### config.mk
export PLATFORM = sky130hd
export DESIGN_NAME = simon_button_encoder
export DESIGN_NICKNAME = d
export VERILOG_FILES = /design/src/rtl/simon_pkg.sv /design/src/rtl/simon_btn_sync.sv /design/src/rtl/simon_button_encoder.sv
export SDC_FILE = /design/constraint.sdc
export NUM_CORES = 1
export LEC_CHECK = 0
export CAP_MARGIN = 20
export CORE_MARGIN = 10
export CORE_UTILIZATION = 40
export CTS_CLUSTER_DIAMETER = 80
export CTS_CLUSTER_SIZE = 20
export DETAILED_ROUTE_END_ITERATION = 7
export SYNTH_ARGS = -nofsm -noshare
export SYNTH_HDL_FRONTEND = slang
export SYNTH_SLANG_ARGS = --single-unit
### constraint.sdc
create_clock -name clk -period 4.4 [get_ports clk]
set_clock_uncertainty 0.1 [all_clocks]
set_input_delay 0.44 -clock clk [delete_from_list [all_inputs] [get_ports clk]]
set_output_delay 0.44 -clock clk [all_outputs]
set_load 0.02 [all_outputs]
### src/rtl/simon_pkg.sv
// Shared constants and types for the Simon button input stage.
// Button indices, encoder FSM state type and the default debounce depth.
package simon_pkg;

    localparam logic [1:0] BTN_GREEN  = 2'd0;
    localparam logic [1:0] BTN_RED    = 2'd1;
    localparam logic [1:0] BTN_YELLOW = 2'd2;
    localparam logic [1:0] BTN_BLUE   = 2'd3;

    localparam int DEBOUNCE_TICKS_DEFAULT = 3;

    typedef enum logic [1:0] {
        IDLE,
        QUAL,
        PRESSED,
        RELQ
    } state_t;

    // One-hot button pattern that corresponds to a button index.
    function automatic logic [3:0] btn_mask(input logic [1:0] idx);
        return 4'b0001 << idx;
    endfunction

endpackage

### src/rtl/simon_btn_sync.sv
// Two-flop synchronizer for the four raw player buttons.
// Only instantiated when SIMON_BTN_SYNC_EN is defined.
module simon_btn_sync (
    input  logic       clk,
    input  logic       reset,
    input  logic [3:0] i_btn,
    output logic [3:0] o_btn
);

    logic [3:0] r_meta;
    logic [3:0] r_sync;

    always_ff @(posedge clk) begin
        if (reset) begin
            r_meta <= '0;
            r_sync <= '0;
        end else begin
            r_meta <= i_btn;
            r_sync <= r_meta;
        end
    end

    assign o_btn = r_sync;

endmodule

### src/rtl/simon_button_encoder.sv
// Debounces four player buttons into an index plus a level "pressed" flag.
// Define SIMON_BTN_SYNC_EN to put a 2-flop synchronizer in front of the FSM.
module simon_button_encoder
    import simon_pkg::*;
#(
    parameter int DEBOUNCE_TICKS = DEBOUNCE_TICKS_DEFAULT
) (
    input  logic       clk,
    input  logic       reset,
    input  logic [3:0] btn,
    input  logic       lock,
    output logic [1:0] player_num,
    output logic       player_pressed,
    output logic       press_pulse
);

    localparam int             CW      = $clog2(DEBOUNCE_TICKS + 1);
    localparam logic [CW-1:0]  CNT_MAX = CW'(DEBOUNCE_TICKS);
    localparam logic [CW-1:0]  CNT_ONE = CW'(1);

    logic [3:0]    w_btn;
    logic          w_single;
    logic [1:0]    w_idx;

    state_t        r_state,   w_state_next;
    logic [CW-1:0] r_cnt,     w_cnt_next;
    logic [1:0]    r_cand,    w_cand_next;
    logic [1:0]    r_num,     w_num_next;
    logic          r_pressed, w_pressed_next;
    logic          r_pulse,   w_pulse_next;

`ifdef SIMON_BTN_SYNC_EN
    simon_btn_sync u_sync (
        .clk   (clk),
        .reset (reset),
        .i_btn (btn),
        .o_btn (w_btn)
    );
`else
    assign w_btn = btn;
`endif

    // Exactly one button high yields a valid index; anything else is rejected.
    always_comb begin
        w_single = 1'b1;
        w_idx    = BTN_GREEN;
        case (w_btn)
            4'b0001: w_idx = BTN_GREEN;
            4'b0010: w_idx = BTN_RED;
            4'b0100: w_idx = BTN_YELLOW;
            4'b1000: w_idx = BTN_BLUE;
            default: w_single = 1'b0;
        endcase
    end

    always_comb begin
        // NOTE: every output gets a default first so no path infers a latch.
        w_state_next   = r_state;
        w_cnt_next     = r_cnt;
        w_cand_next    = r_cand;
        w_num_next     = r_num;
        w_pressed_next = r_pressed;
        w_pulse_next   = 1'b0;
        case (r_state)
            IDLE: begin
                if (!lock && w_single) begin
                    w_cand_next  = w_idx;
                    w_cnt_next   = CNT_ONE;
                    w_state_next = QUAL;
                end
            end
            QUAL: begin
                if (lock || (w_btn != btn_mask(r_cand))) begin
                    w_cnt_next   = '0;
                    w_state_next = IDLE;
                end else if (r_cnt == CNT_MAX) begin
                    w_state_next   = PRESSED;
                    w_num_next     = r_cand;
                    w_pressed_next = 1'b1;
                    w_pulse_next   = 1'b1;
                end else begin
                    w_cnt_next = r_cnt + CNT_ONE;
                end
            end
            // Lock and other buttons are ignored once a press is owned.
            PRESSED: begin
                if (!w_btn[r_cand]) begin
                    w_cnt_next   = CNT_ONE;
                    w_state_next = RELQ;
                end
            end
            RELQ: begin
                if (w_btn[r_cand]) begin
                    w_cnt_next   = '0;
                    w_state_next = PRESSED;
                end else if (r_cnt == CNT_MAX) begin
                    w_cnt_next     = '0;
                    w_pressed_next = 1'b0;
                    w_state_next   = IDLE;
                end else begin
                    w_cnt_next = r_cnt + CNT_ONE;
                end
            end
            default: w_state_next = IDLE;
        endcase
    end

    // NOTE: sequential state uses non-blocking assignments so all registers
    // update together from the pre-edge values.
    always_ff @(posedge clk) begin
        if (reset) begin
            r_state   <= IDLE;
            r_cnt     <= '0;
            r_cand    <= BTN_GREEN;
            r_num     <= BTN_GREEN;
            r_pressed <= 1'b0;
            r_pulse   <= 1'b0;
        end else begin
            r_state   <= w_state_next;
            r_cnt     <= w_cnt_next;
            r_cand    <= w_cand_next;
            r_num     <= w_num_next;
            r_pressed <= w_pressed_next;
            r_pulse   <= w_pulse_next;
        end
    end

    assign player_num     = r_num;
    assign player_pressed = r_pressed;
    assign press_pulse    = r_pulse;

endmodule
# Yosys cells after proc, flatten, opt, wreduce, memory -nomap -nowiden
# Cells that the tools add are included.
op_classes:
  magnitude_cmp: 1
  muxes: 23
  add_sub_neg: 1
  n_shift: 1
  n_eq_ne: 18
  n_reduce_logical: 12
  bitwise_logic: 2
ops:
  columns: ["op", "count"]
  rows:
  - ["2-to-1 mux 2 bit", 11]
  - ["one-hot mux 2 bit (4 select lines)", 2]
  - ["!= test 2 bit, second input constant", 6]
  - ["!= test 3 bit, second input constant", 3]
  - ["2-to-1 mux 1 bit", 7]
  - ["equality test 2 bit, second input constant", 3]
  - ["one-hot mux 2 bit (3 select lines)", 1]
  - ["AND reduction 3 bit", 2]
  - ["AND reduction 5 bit", 1]
  - ["equality test 4 x 1 -> 1 bit, second input constant", 1]
  - ["equality test 4 x 2 -> 1 bit, second input constant", 1]
  - ["equality test 4 x 3 -> 1 bit, second input constant", 1]
  - ["equality test 4 bit, second input constant", 1]
  - ["!= test 4 bit", 1]
  - ["AND reduction 4 bit", 1]
  - ["OR reduction 4 bit", 1]
  - ["<< shifter 1 x 2 -> 4 bit, first input constant", 1]
  - ["less-than comparator 2 x 3 -> 1 bit, second input constant", 1]
  - ["OR reduction 3 bit", 1]
  - ["adder 2 x 1 -> 2 bit, second input constant", 1]
  - ["binary-select mux 1 bit (select 2 bit)", 1]
  - ["equality test 2 x 1 -> 1 bit, second input constant", 1]
  - ["zero test 2 bit", 1]
  - ["inverter 1 bit", 2]
  - ["other kinds (6)", 6]
word_totals:
  reg_bits: 10
  wordCells: 64

# Logic depth before layout (Yosys ltp)
# Gate-level depths: netlist of run 1.
logic_depth:
  word_depth: 6
  mapped_depth: 7

# Least setup slack after synthesis of run 1
# No wires, ideal clock.
synth_timing:
  kind: "in2reg"
  from: "input port btn[0]"
  to: "register r_cand[0]"
  required_ns: 4.173
  setup_slack_ns: 2.466
  arrival_ns: 1.707
  path_buffers: 1
  cell_stages: 5
  setup_ns: 0.127
  cell_sequence: "buf_6 -> or4_4 -> a2111oi_4 -> mux2i_1 -> nor2_1"
synth_between:
  elab_chain_len: 5
  elab_cells_between_ends: 9
synth_lines:
  columns: ["element", "line", "text"]
  rows:
  - ["from (decl)", "simon_button_encoder.sv:10", "input logic [3:0] btn,"]
  - ["equality test 4 bit (tied with other cells)", "simon_button_encoder.sv:47", "case (w_btn)"]
  - ["OR reduction 4 bit (no line)", null, null]
  - ["2-to-1 mux 1 bit", "simon_button_encoder.sv:47", null]
  - ["logical AND 1 bit", "simon_button_encoder.sv:66", "if (!lock && w_single) begin"]
  - ["AND reduction 2 bit (no line)", null, null]
  - ["to (signal assigned)", "simon_button_encoder.sv:121", "r_cand <= w_cand_next;"]
  - ["to (decl)", "simon_button_encoder.sv:27", "logic [1:0] r_cand, w_cand_next;"]
# Several ways; a longest one is shown, not always the timed one.
# A chain may end at the register's enable or synchronous reset.

# Worst setup path after layout of run 1
layout_timing:
  from: "input port btn[1]"
  to: "register r_cnt[0]"
layout_between:
  elab_chain_len: 6
  elab_cells_between_ends: 18
layout_lines:
  columns: ["element", "line", "text"]
  rows:
  - ["equality test 4 bit (tied with other cells)", "simon_button_encoder.sv:47", null]
  - ["OR reduction 4 bit (no line)", null, null]
  - ["2-to-1 mux 1 bit", "simon_button_encoder.sv:47", null]
  - ["logical AND 1 bit", "simon_button_encoder.sv:66", null]
  - ["!= test 2 bit (no line)", null, null]
  - ["AND reduction 3 bit (no line)", null, null]
  - ["to (signal assigned)", "simon_button_encoder.sv:120", "r_cnt <= w_cnt_next;"]
  - ["to (decl)", "simon_button_encoder.sv:26", "logic [CW-1:0] r_cnt, w_cnt_next;"]
# Several ways; a longest one is shown, not always the timed one. The select of a mux whose other input is x is not followed.

==> out/metrics.yaml, run 1 <==
run_status:
  status: "complete, no violations"
logic_synthesis:
  syn_area_per_cell_sq_um: 9.09
  synth_top_area_share_pct: 31.0
  syn-num-nets: 79
  yosys-top-cells-count: "dfxtp_1, nor2_1, mux2i_1, nor3_1, o21ai_0"
  synth-seq-area-share_pct: 31.0
  ys_ff_latch: 10
  synth_area_leader_cell: "dfxtp_1"
  yosys_warnings: 0
  syn-cell-area_sq_um: 646
  synth_edf_count: 0
  ys_async_sr_fraction_pct: 0
  syn-instance-count: 71
  synth_cell_types: 34
  ys_top_cells_by_area: "dfxtp_1, mux2i_1, nor2_1, a2111oi_4, mux4_1"
  synthFlopType: "dfxtp_1"
final_layout:
  final_nets: 88
  drive_above_1_share_pct: 10.1
  area_delta_synth_final_pct: 18.0
  final_core_util_pct: 50.0
  antenna_cells: 0
  final_cells: 95
setup_path:
  end_kind: "flip-flop"
  worstSetupPathType: "input pin to flip-flop"
  critPathArrivalTime_ns: 2.35
  r2r_cells: 5
  required_ns: 4.48
  worstPathMaxFanout: 10
  start_kind: "input pin"
die:
  core_sq_mm: 0.00152
  start_util_pct: 42.4
  die_h_um: 60.2
  die_area_sq_mm: 0.00362
  ios: 11
  die_w_um: 60.2
  num_rows: 14
timing:
  worst_pin_slew_ns: 0.483
  finalSetupViolations: 0
  setup_tns_ns: 0
  max_freq_mhz: 442
  min_period_over_period_pct: 51.4
  finalHoldViolations: 0
  rsz0062_at_grt: "false"
  min_period_ns: 2.26
  timing.hold.ws_ns: 0.379
  slew_headroom_pct: 67.6
  slew_viol_final: 0
global_routing:
  antenna_found_initial: 0
  grt_pass1_wl_um: 2280
  overflow: 0
  grt_max_degree: 12
  grt_pass1_vias: 508
  grtUsageTotal_pct: 7.98
placed_design:
  port_buffers: 10
  hpwlAfterDp_um: 982
  post-place-cells: 91
  gp_congestion: 0.790
detailed_routing:
  via_per_inst: 5.73
  vias: 544
  antenna_left: 0
  initialDrtViolationCount: 11
  dr.pass1.iters: 4
  finalWirelength_um: 1350
  drc: 0
  routedWlPerCell_um: 14.2
worst_hold_path:
  min_delay_path_depth: 2
  min_path_type: "flip-flop to flip-flop"
clock_tree:
  cts_buffers: 3
  clkLatencyLatePin_ns: 0.27
  cts-root-buf: "clkbuf_4"
  ctsHtreeMaxLevel: 1
  cts_setup_buffers: 0
  cts.clk_slew.worst_paths_ns: 0.07
  post_cts_resized: 0
  clockBufferDepth: 2
  postCtsHoldBufs: 0
  clock-sinks: 10
  tritoncts: "built"
job:
  maxCapViolCount: 0
pwr:
  irDropWorstVdd_mv: 0.147
  p_leak_nw: 0.258
  p_per_area_mw_per_mm2: 273
## metrics by stage
step	instance area (sq um)	power, mW	setup slack, ns
final	762	0.208	2.14
after detailed placement	726	0.126	1.85
after global placement	726	0.126	1.87
after global routing	762	0.218	1.94
after CTS	762	0.210	2.14
after floorplan	646	0.119	2.47
## kinds of logic after synthesis
logic type | share of synthesized area, %
muxes | 10.3
adders and majority gates | 1.94
and+or+nand+nor | 24.4
DFF | 31.0
xor gates and xnor gates | 4.07
AOI/OAI and AO/OA | 20.9
buffers and inverters | 7.37
## power by group
group / internal (mW) / total (mW) / switching (mW)
Sequential: 0.0925 / 0.0956 / 0.00303
Combinational: 0.0146 / 0.0288 / 0.0143
Clock: 0.0503 / 0.0836 / 0.0334
## critical path: stages
cell             delay [ns]
clkdlybuf4s50_1        0.58
nor4_1                 0.35
nand3b_1               0.14
a311oi_1               0.44
nand3_1                0.13
a311oi_1               0.26
## cell usage in the layout (no fill, tap or decap), drive strengths merged
| cell | Yosys | routed |
|---|---|---|
| a2111oi | 1 | 1 |
| a211oi | 3 | 3 |
| a21oi | 1 | 1 |
| a311oi | 2 | 2 |
| a31o | 1 | 1 |
| and3b | 1 | 1 |
| clkbuf | 2 | 4 |
| clkdlybuf4s50 | 0 | 10 |
| dfxtp | 10 | 10 |
| ha | 1 | 1 |
| inv | 2 | 2 |
| mux2i | 4 | 4 |
| mux4 | 1 | 1 |
| nand2 | 1 | 1 |
| nand2b | 2 | 2 |
| nand3 | 1 | 1 |
| nand3b | 1 | 1 |
| nand4b | 2 | 2 |
| nor2 | 10 | 10 |
| nor2b | 1 | 1 |
| nor3 | 4 | 4 |
| nor3b | 2 | 2 |
| nor4 | 1 | 1 |
| o211ai | 1 | 1 |
| o21ai | 5 | 5 |
| o21bai | 1 | 1 |
| o2bb2ai | 1 | 1 |
| or3 | 1 | 1 |
| or4 | 1 | 1 |
| xnor2 | 2 | 2 |
| xor2 | 1 | 1 |
## cell type report
cell class / instances / area, sq um
Clock buffer: 4 / 36.3
Fill cell: 141 / 762
Inverter: 2 / 7.51
Multi-Input combinational cell: 53 / 398
Sequential cell: 10 / 200
Tap cell: 16 / 20.0
Timing Repair Buffer: 10 / 100
## state kept, by name (all words and copies together), names as in the netlist
name	flops
player_pressed	1
player_num	2
press_pulse	1
r_cand	2
r_cnt	2
r_state	2
## path summary, 6_finish.rpt
kind	from	end	slack [ns]
worst min-delay path	player_pressed	player_pressed	0.38
worst min register to register	player_pressed	player_pressed	0.38
worst max register to register	r_cand[0]	r_cnt[0]	2.56
worst max-delay path	btn[1]	r_cnt[0]	2.14
## per-layer routing
metal	share of wire, %	vias up	track usage, %
met2	49	7	11.9
met4	0	0	0.962
met5	0	-	0
li1	-	281	-
met1	46	256	9.50
met3	5.6	0	5.30
(Power assumes the default switching activity.)
==> inputs of run 2 (changes only) <==
--- a/config.mk
+++ b/config.mk
@@ -11,6 +11,7 @@
 export CTS_CLUSTER_DIAMETER = 80
 export CTS_CLUSTER_SIZE = 20
 export DETAILED_ROUTE_END_ITERATION = 7
+export PLACE_DENSITY = 0.65
 export SYNTH_ARGS = -nofsm -noshare
 export SYNTH_HDL_FRONTEND = slang
 export SYNTH_SLANG_ARGS = --single-unit
==> constraint.sdc (replaced) <==
create_clock -name clk -period 1.9 [get_ports clk]
set_clock_uncertainty 0.1 [all_clocks]
set_input_delay 0.19 -clock clk [delete_from_list [all_inputs] [get_ports clk]]
set_output_delay 0.19 -clock clk [all_outputs]
set_load 0.02 [all_outputs]
==> run 2 against run 1 <==
Via count rose by 9.2%. Critical endpoint unchanged. Sequential share of layout area fell by 2.9 points. Design area rose by 13%. Largest cell class unchanged. Total power rose by 140%. Register-to-register slack got worse by 2.4 ns. Flip-flop and latch count did not move. Clock power rose by 140%. Wire length rose by 4.9%.
==> out/metrics.yaml, run 2 (synthesis results as in run 1) <==
detailed_routing:
  via_per_inst: 5.50  # -4.0%
  antenna_left: 0  # unchanged
  vias: 594  # +9.2%
  drc: 0  # unchanged
  finalWirelength_um: 1410  # +4.9%
  initialDrtViolationCount: 9  # -2
  dr.pass1.iters: 4  # unchanged
  routedWlPerCell_um: 13.1  # -7.7%
timing:
  slew_headroom_pct: 74.5  # +6.9 points
  worst_pin_slew_ns: 0.381  # -0.101 ns
  finalHoldViolations: 0  # unchanged
  slew_viol_final: 0  # unchanged
  finalSetupViolations: 0  # unchanged
  max_freq_mhz: 556
  min_period_over_period_pct: 94.7
  min_period_ns: 1.80
  rsz0062_at_grt: "false"
global_routing:
  overflow: 0  # unchanged
  antenna_found_initial: 0  # unchanged
  grt_pass1_vias: 553  # +8.9%
  grt_pass1_wl_um: 2500  # +9.4%
  grt_max_degree: 12  # unchanged
  grtUsageTotal_pct: 9.00  # +1.0 points
final_layout:
  final_common_cell: "buf_4"
  drive_above_1_share_pct: 26.1  # +16 points
  seqCellArea_sq_um: 201  # +0.62%
  area_delta_synth_final_pct: 33.3
  multiInputGateArea_sq_um: 397  # -0.31%
  mostFrequentLayoutCells: "buf_4, nor2_1, dfxtp_1, clkdlybuf4s50_1"
  fin_area_sq_um: 861  # +13%
  antenna_cells: 0  # unchanged
  final_nets: 101  # +15%
  fill_cells: 144  # +2.1%
clock_tree:
  clkLatencyLatePin_ns: 0.27  # about the same
  clock-sinks: 10  # unchanged
  postCtsHoldBufs: 0  # unchanged
  tritoncts: "built"
  cts-root-buf: "clkbuf_4"
  cts_buffers: 3  # unchanged
  clockBufferDepth: 2  # unchanged
  ctsHtreeMaxLevel: 1  # unchanged
  cts.clk_slew.worst_paths_ns: 0.07  # about the same
run_status:
  status: "complete, no violations"
setup_path:
  worstReg2RegStart: "r_cnt[0]"
  worstPathMaxFanout: 7  # -3
  crit_path_start: "btn[0]"
  crit_top_cell: "nand2b_1"
  start_kind: "input pin"
  path_cells: "clkdlybuf4s50_1 > buf_4 > mux4_2 > nand2b_1 > nand2b_1 > nor3_1 > a311oi_1"
  cp_slowest_cell: "mux4_2"
  worstSetupPathType: "input pin to flip-flop"
  max_stage_delay_ns: 0.49  # -0.09 ns
  path_delay_family: "buffers and inverters"
  crit_buf_inv: 2  # +1
  critPathArrivalTime_ns: 1.89  # -0.46 ns
  end_kind: "flip-flop"
  required_ns: 1.99  # -2.49 ns
  r2r_slack_ns: 0.13  # -2.43 ns
die:
  ios: 11  # unchanged
  start_util_pct: 42.4  # unchanged
  die_h_um: 60.2  # unchanged
  die_w_um: 60.2  # unchanged
  num_rows: 14  # unchanged
  die_area_sq_mm: 0.00362  # unchanged
  core_sq_mm: 0.00152  # unchanged
pwr:
  p_leak_nw: 0.329  # +28%
  irDropWorstVdd_mv: 0.536  # +270%
  p_per_area_mw_per_mm2: 582  # +110%
  total_power_uw: 501  # +140%
placed_design:
  gp_congestion: 0.763  # -3.4%
  hpwlAfterDp_um: 1090  # +11%
  port_buffers: 10  # unchanged
  place_area_sq_um: 823  # +13%
job:
  maxCapViolCount: 0  # unchanged
worst_hold_path:
  worstHoldStart: "player_pressed"
  min_path_type: "flip-flop to flip-flop"
==> run 2: final cells by class <==
| class | instances | share of cell area, % |
|---|---|---|
| timing repair buffer | 23 | 23.1 |
| inverter | 2 | 0.872 |
| multi-input combinational | 53 | 46.1 |
| sequential | 10 | 23.4 |
| tap | 16 | 2.33 |
| clock buffer | 4 | 4.22 |
==> run 2: power by group <==
group	internal (mW)	leakage (nW)	switching, mW
registers	0.214	0.0814	0.00455
clock network	0.117	0.0210	0.0799
logic	0.0471	0.227	0.0384
==> run 2: path summary, 6_finish.rpt <==
path / to / depth (start not counted)
max: r_cnt[0] / 7
min: player_pressed / 2
max reg2reg: player_pressed / 6
min reg2reg: player_pressed / 2
==> run 2: what timing repair did <==
| action | in CTS | in global routing |
|---|---|---|
| gates resized for setup | 1 | 4 |
| endpoints found under the setup margin | 3 | 4 |
| setup buffers | 0 | 0 |
==> run 2: per-stage QoR <==
stage	setup slack, ns	util, %	hold WS, ns	std cells	TNS [ns]
after floorplan	0.190	-	0.268	71	0
after CTS	0.0225	56.3	0.403	108	0
final	0.0999	56.5	0.395	108	0
after global routing	0.0114	56.5	0.439	108	0
after global placement	-0.246	54.0	0.377	104	-1.72
after detailed placement	-0.304	54.0	0.389	104	-2.05
==> run 2: worst reg2reg max path, delay by kind of cell, from the launching register on <==
family / cells / cell delay (ns)
compound gates: 2 / 0.39
fa+ha+maj: 1 / 0.25
buf+inv: 1 / 0.15
flops: 1 / 0.38
simple gates: 2 / 0.43
==> run 2: per-layer routing <==
layer	GRT usage [%]	part of all wire, %	up-vias
met4	4.17	1.2	0
met5	0	0	-
li1	-	-	305
met2	12.6	47	9
met3	5.08	6.9	4
met1	10.7	45	276
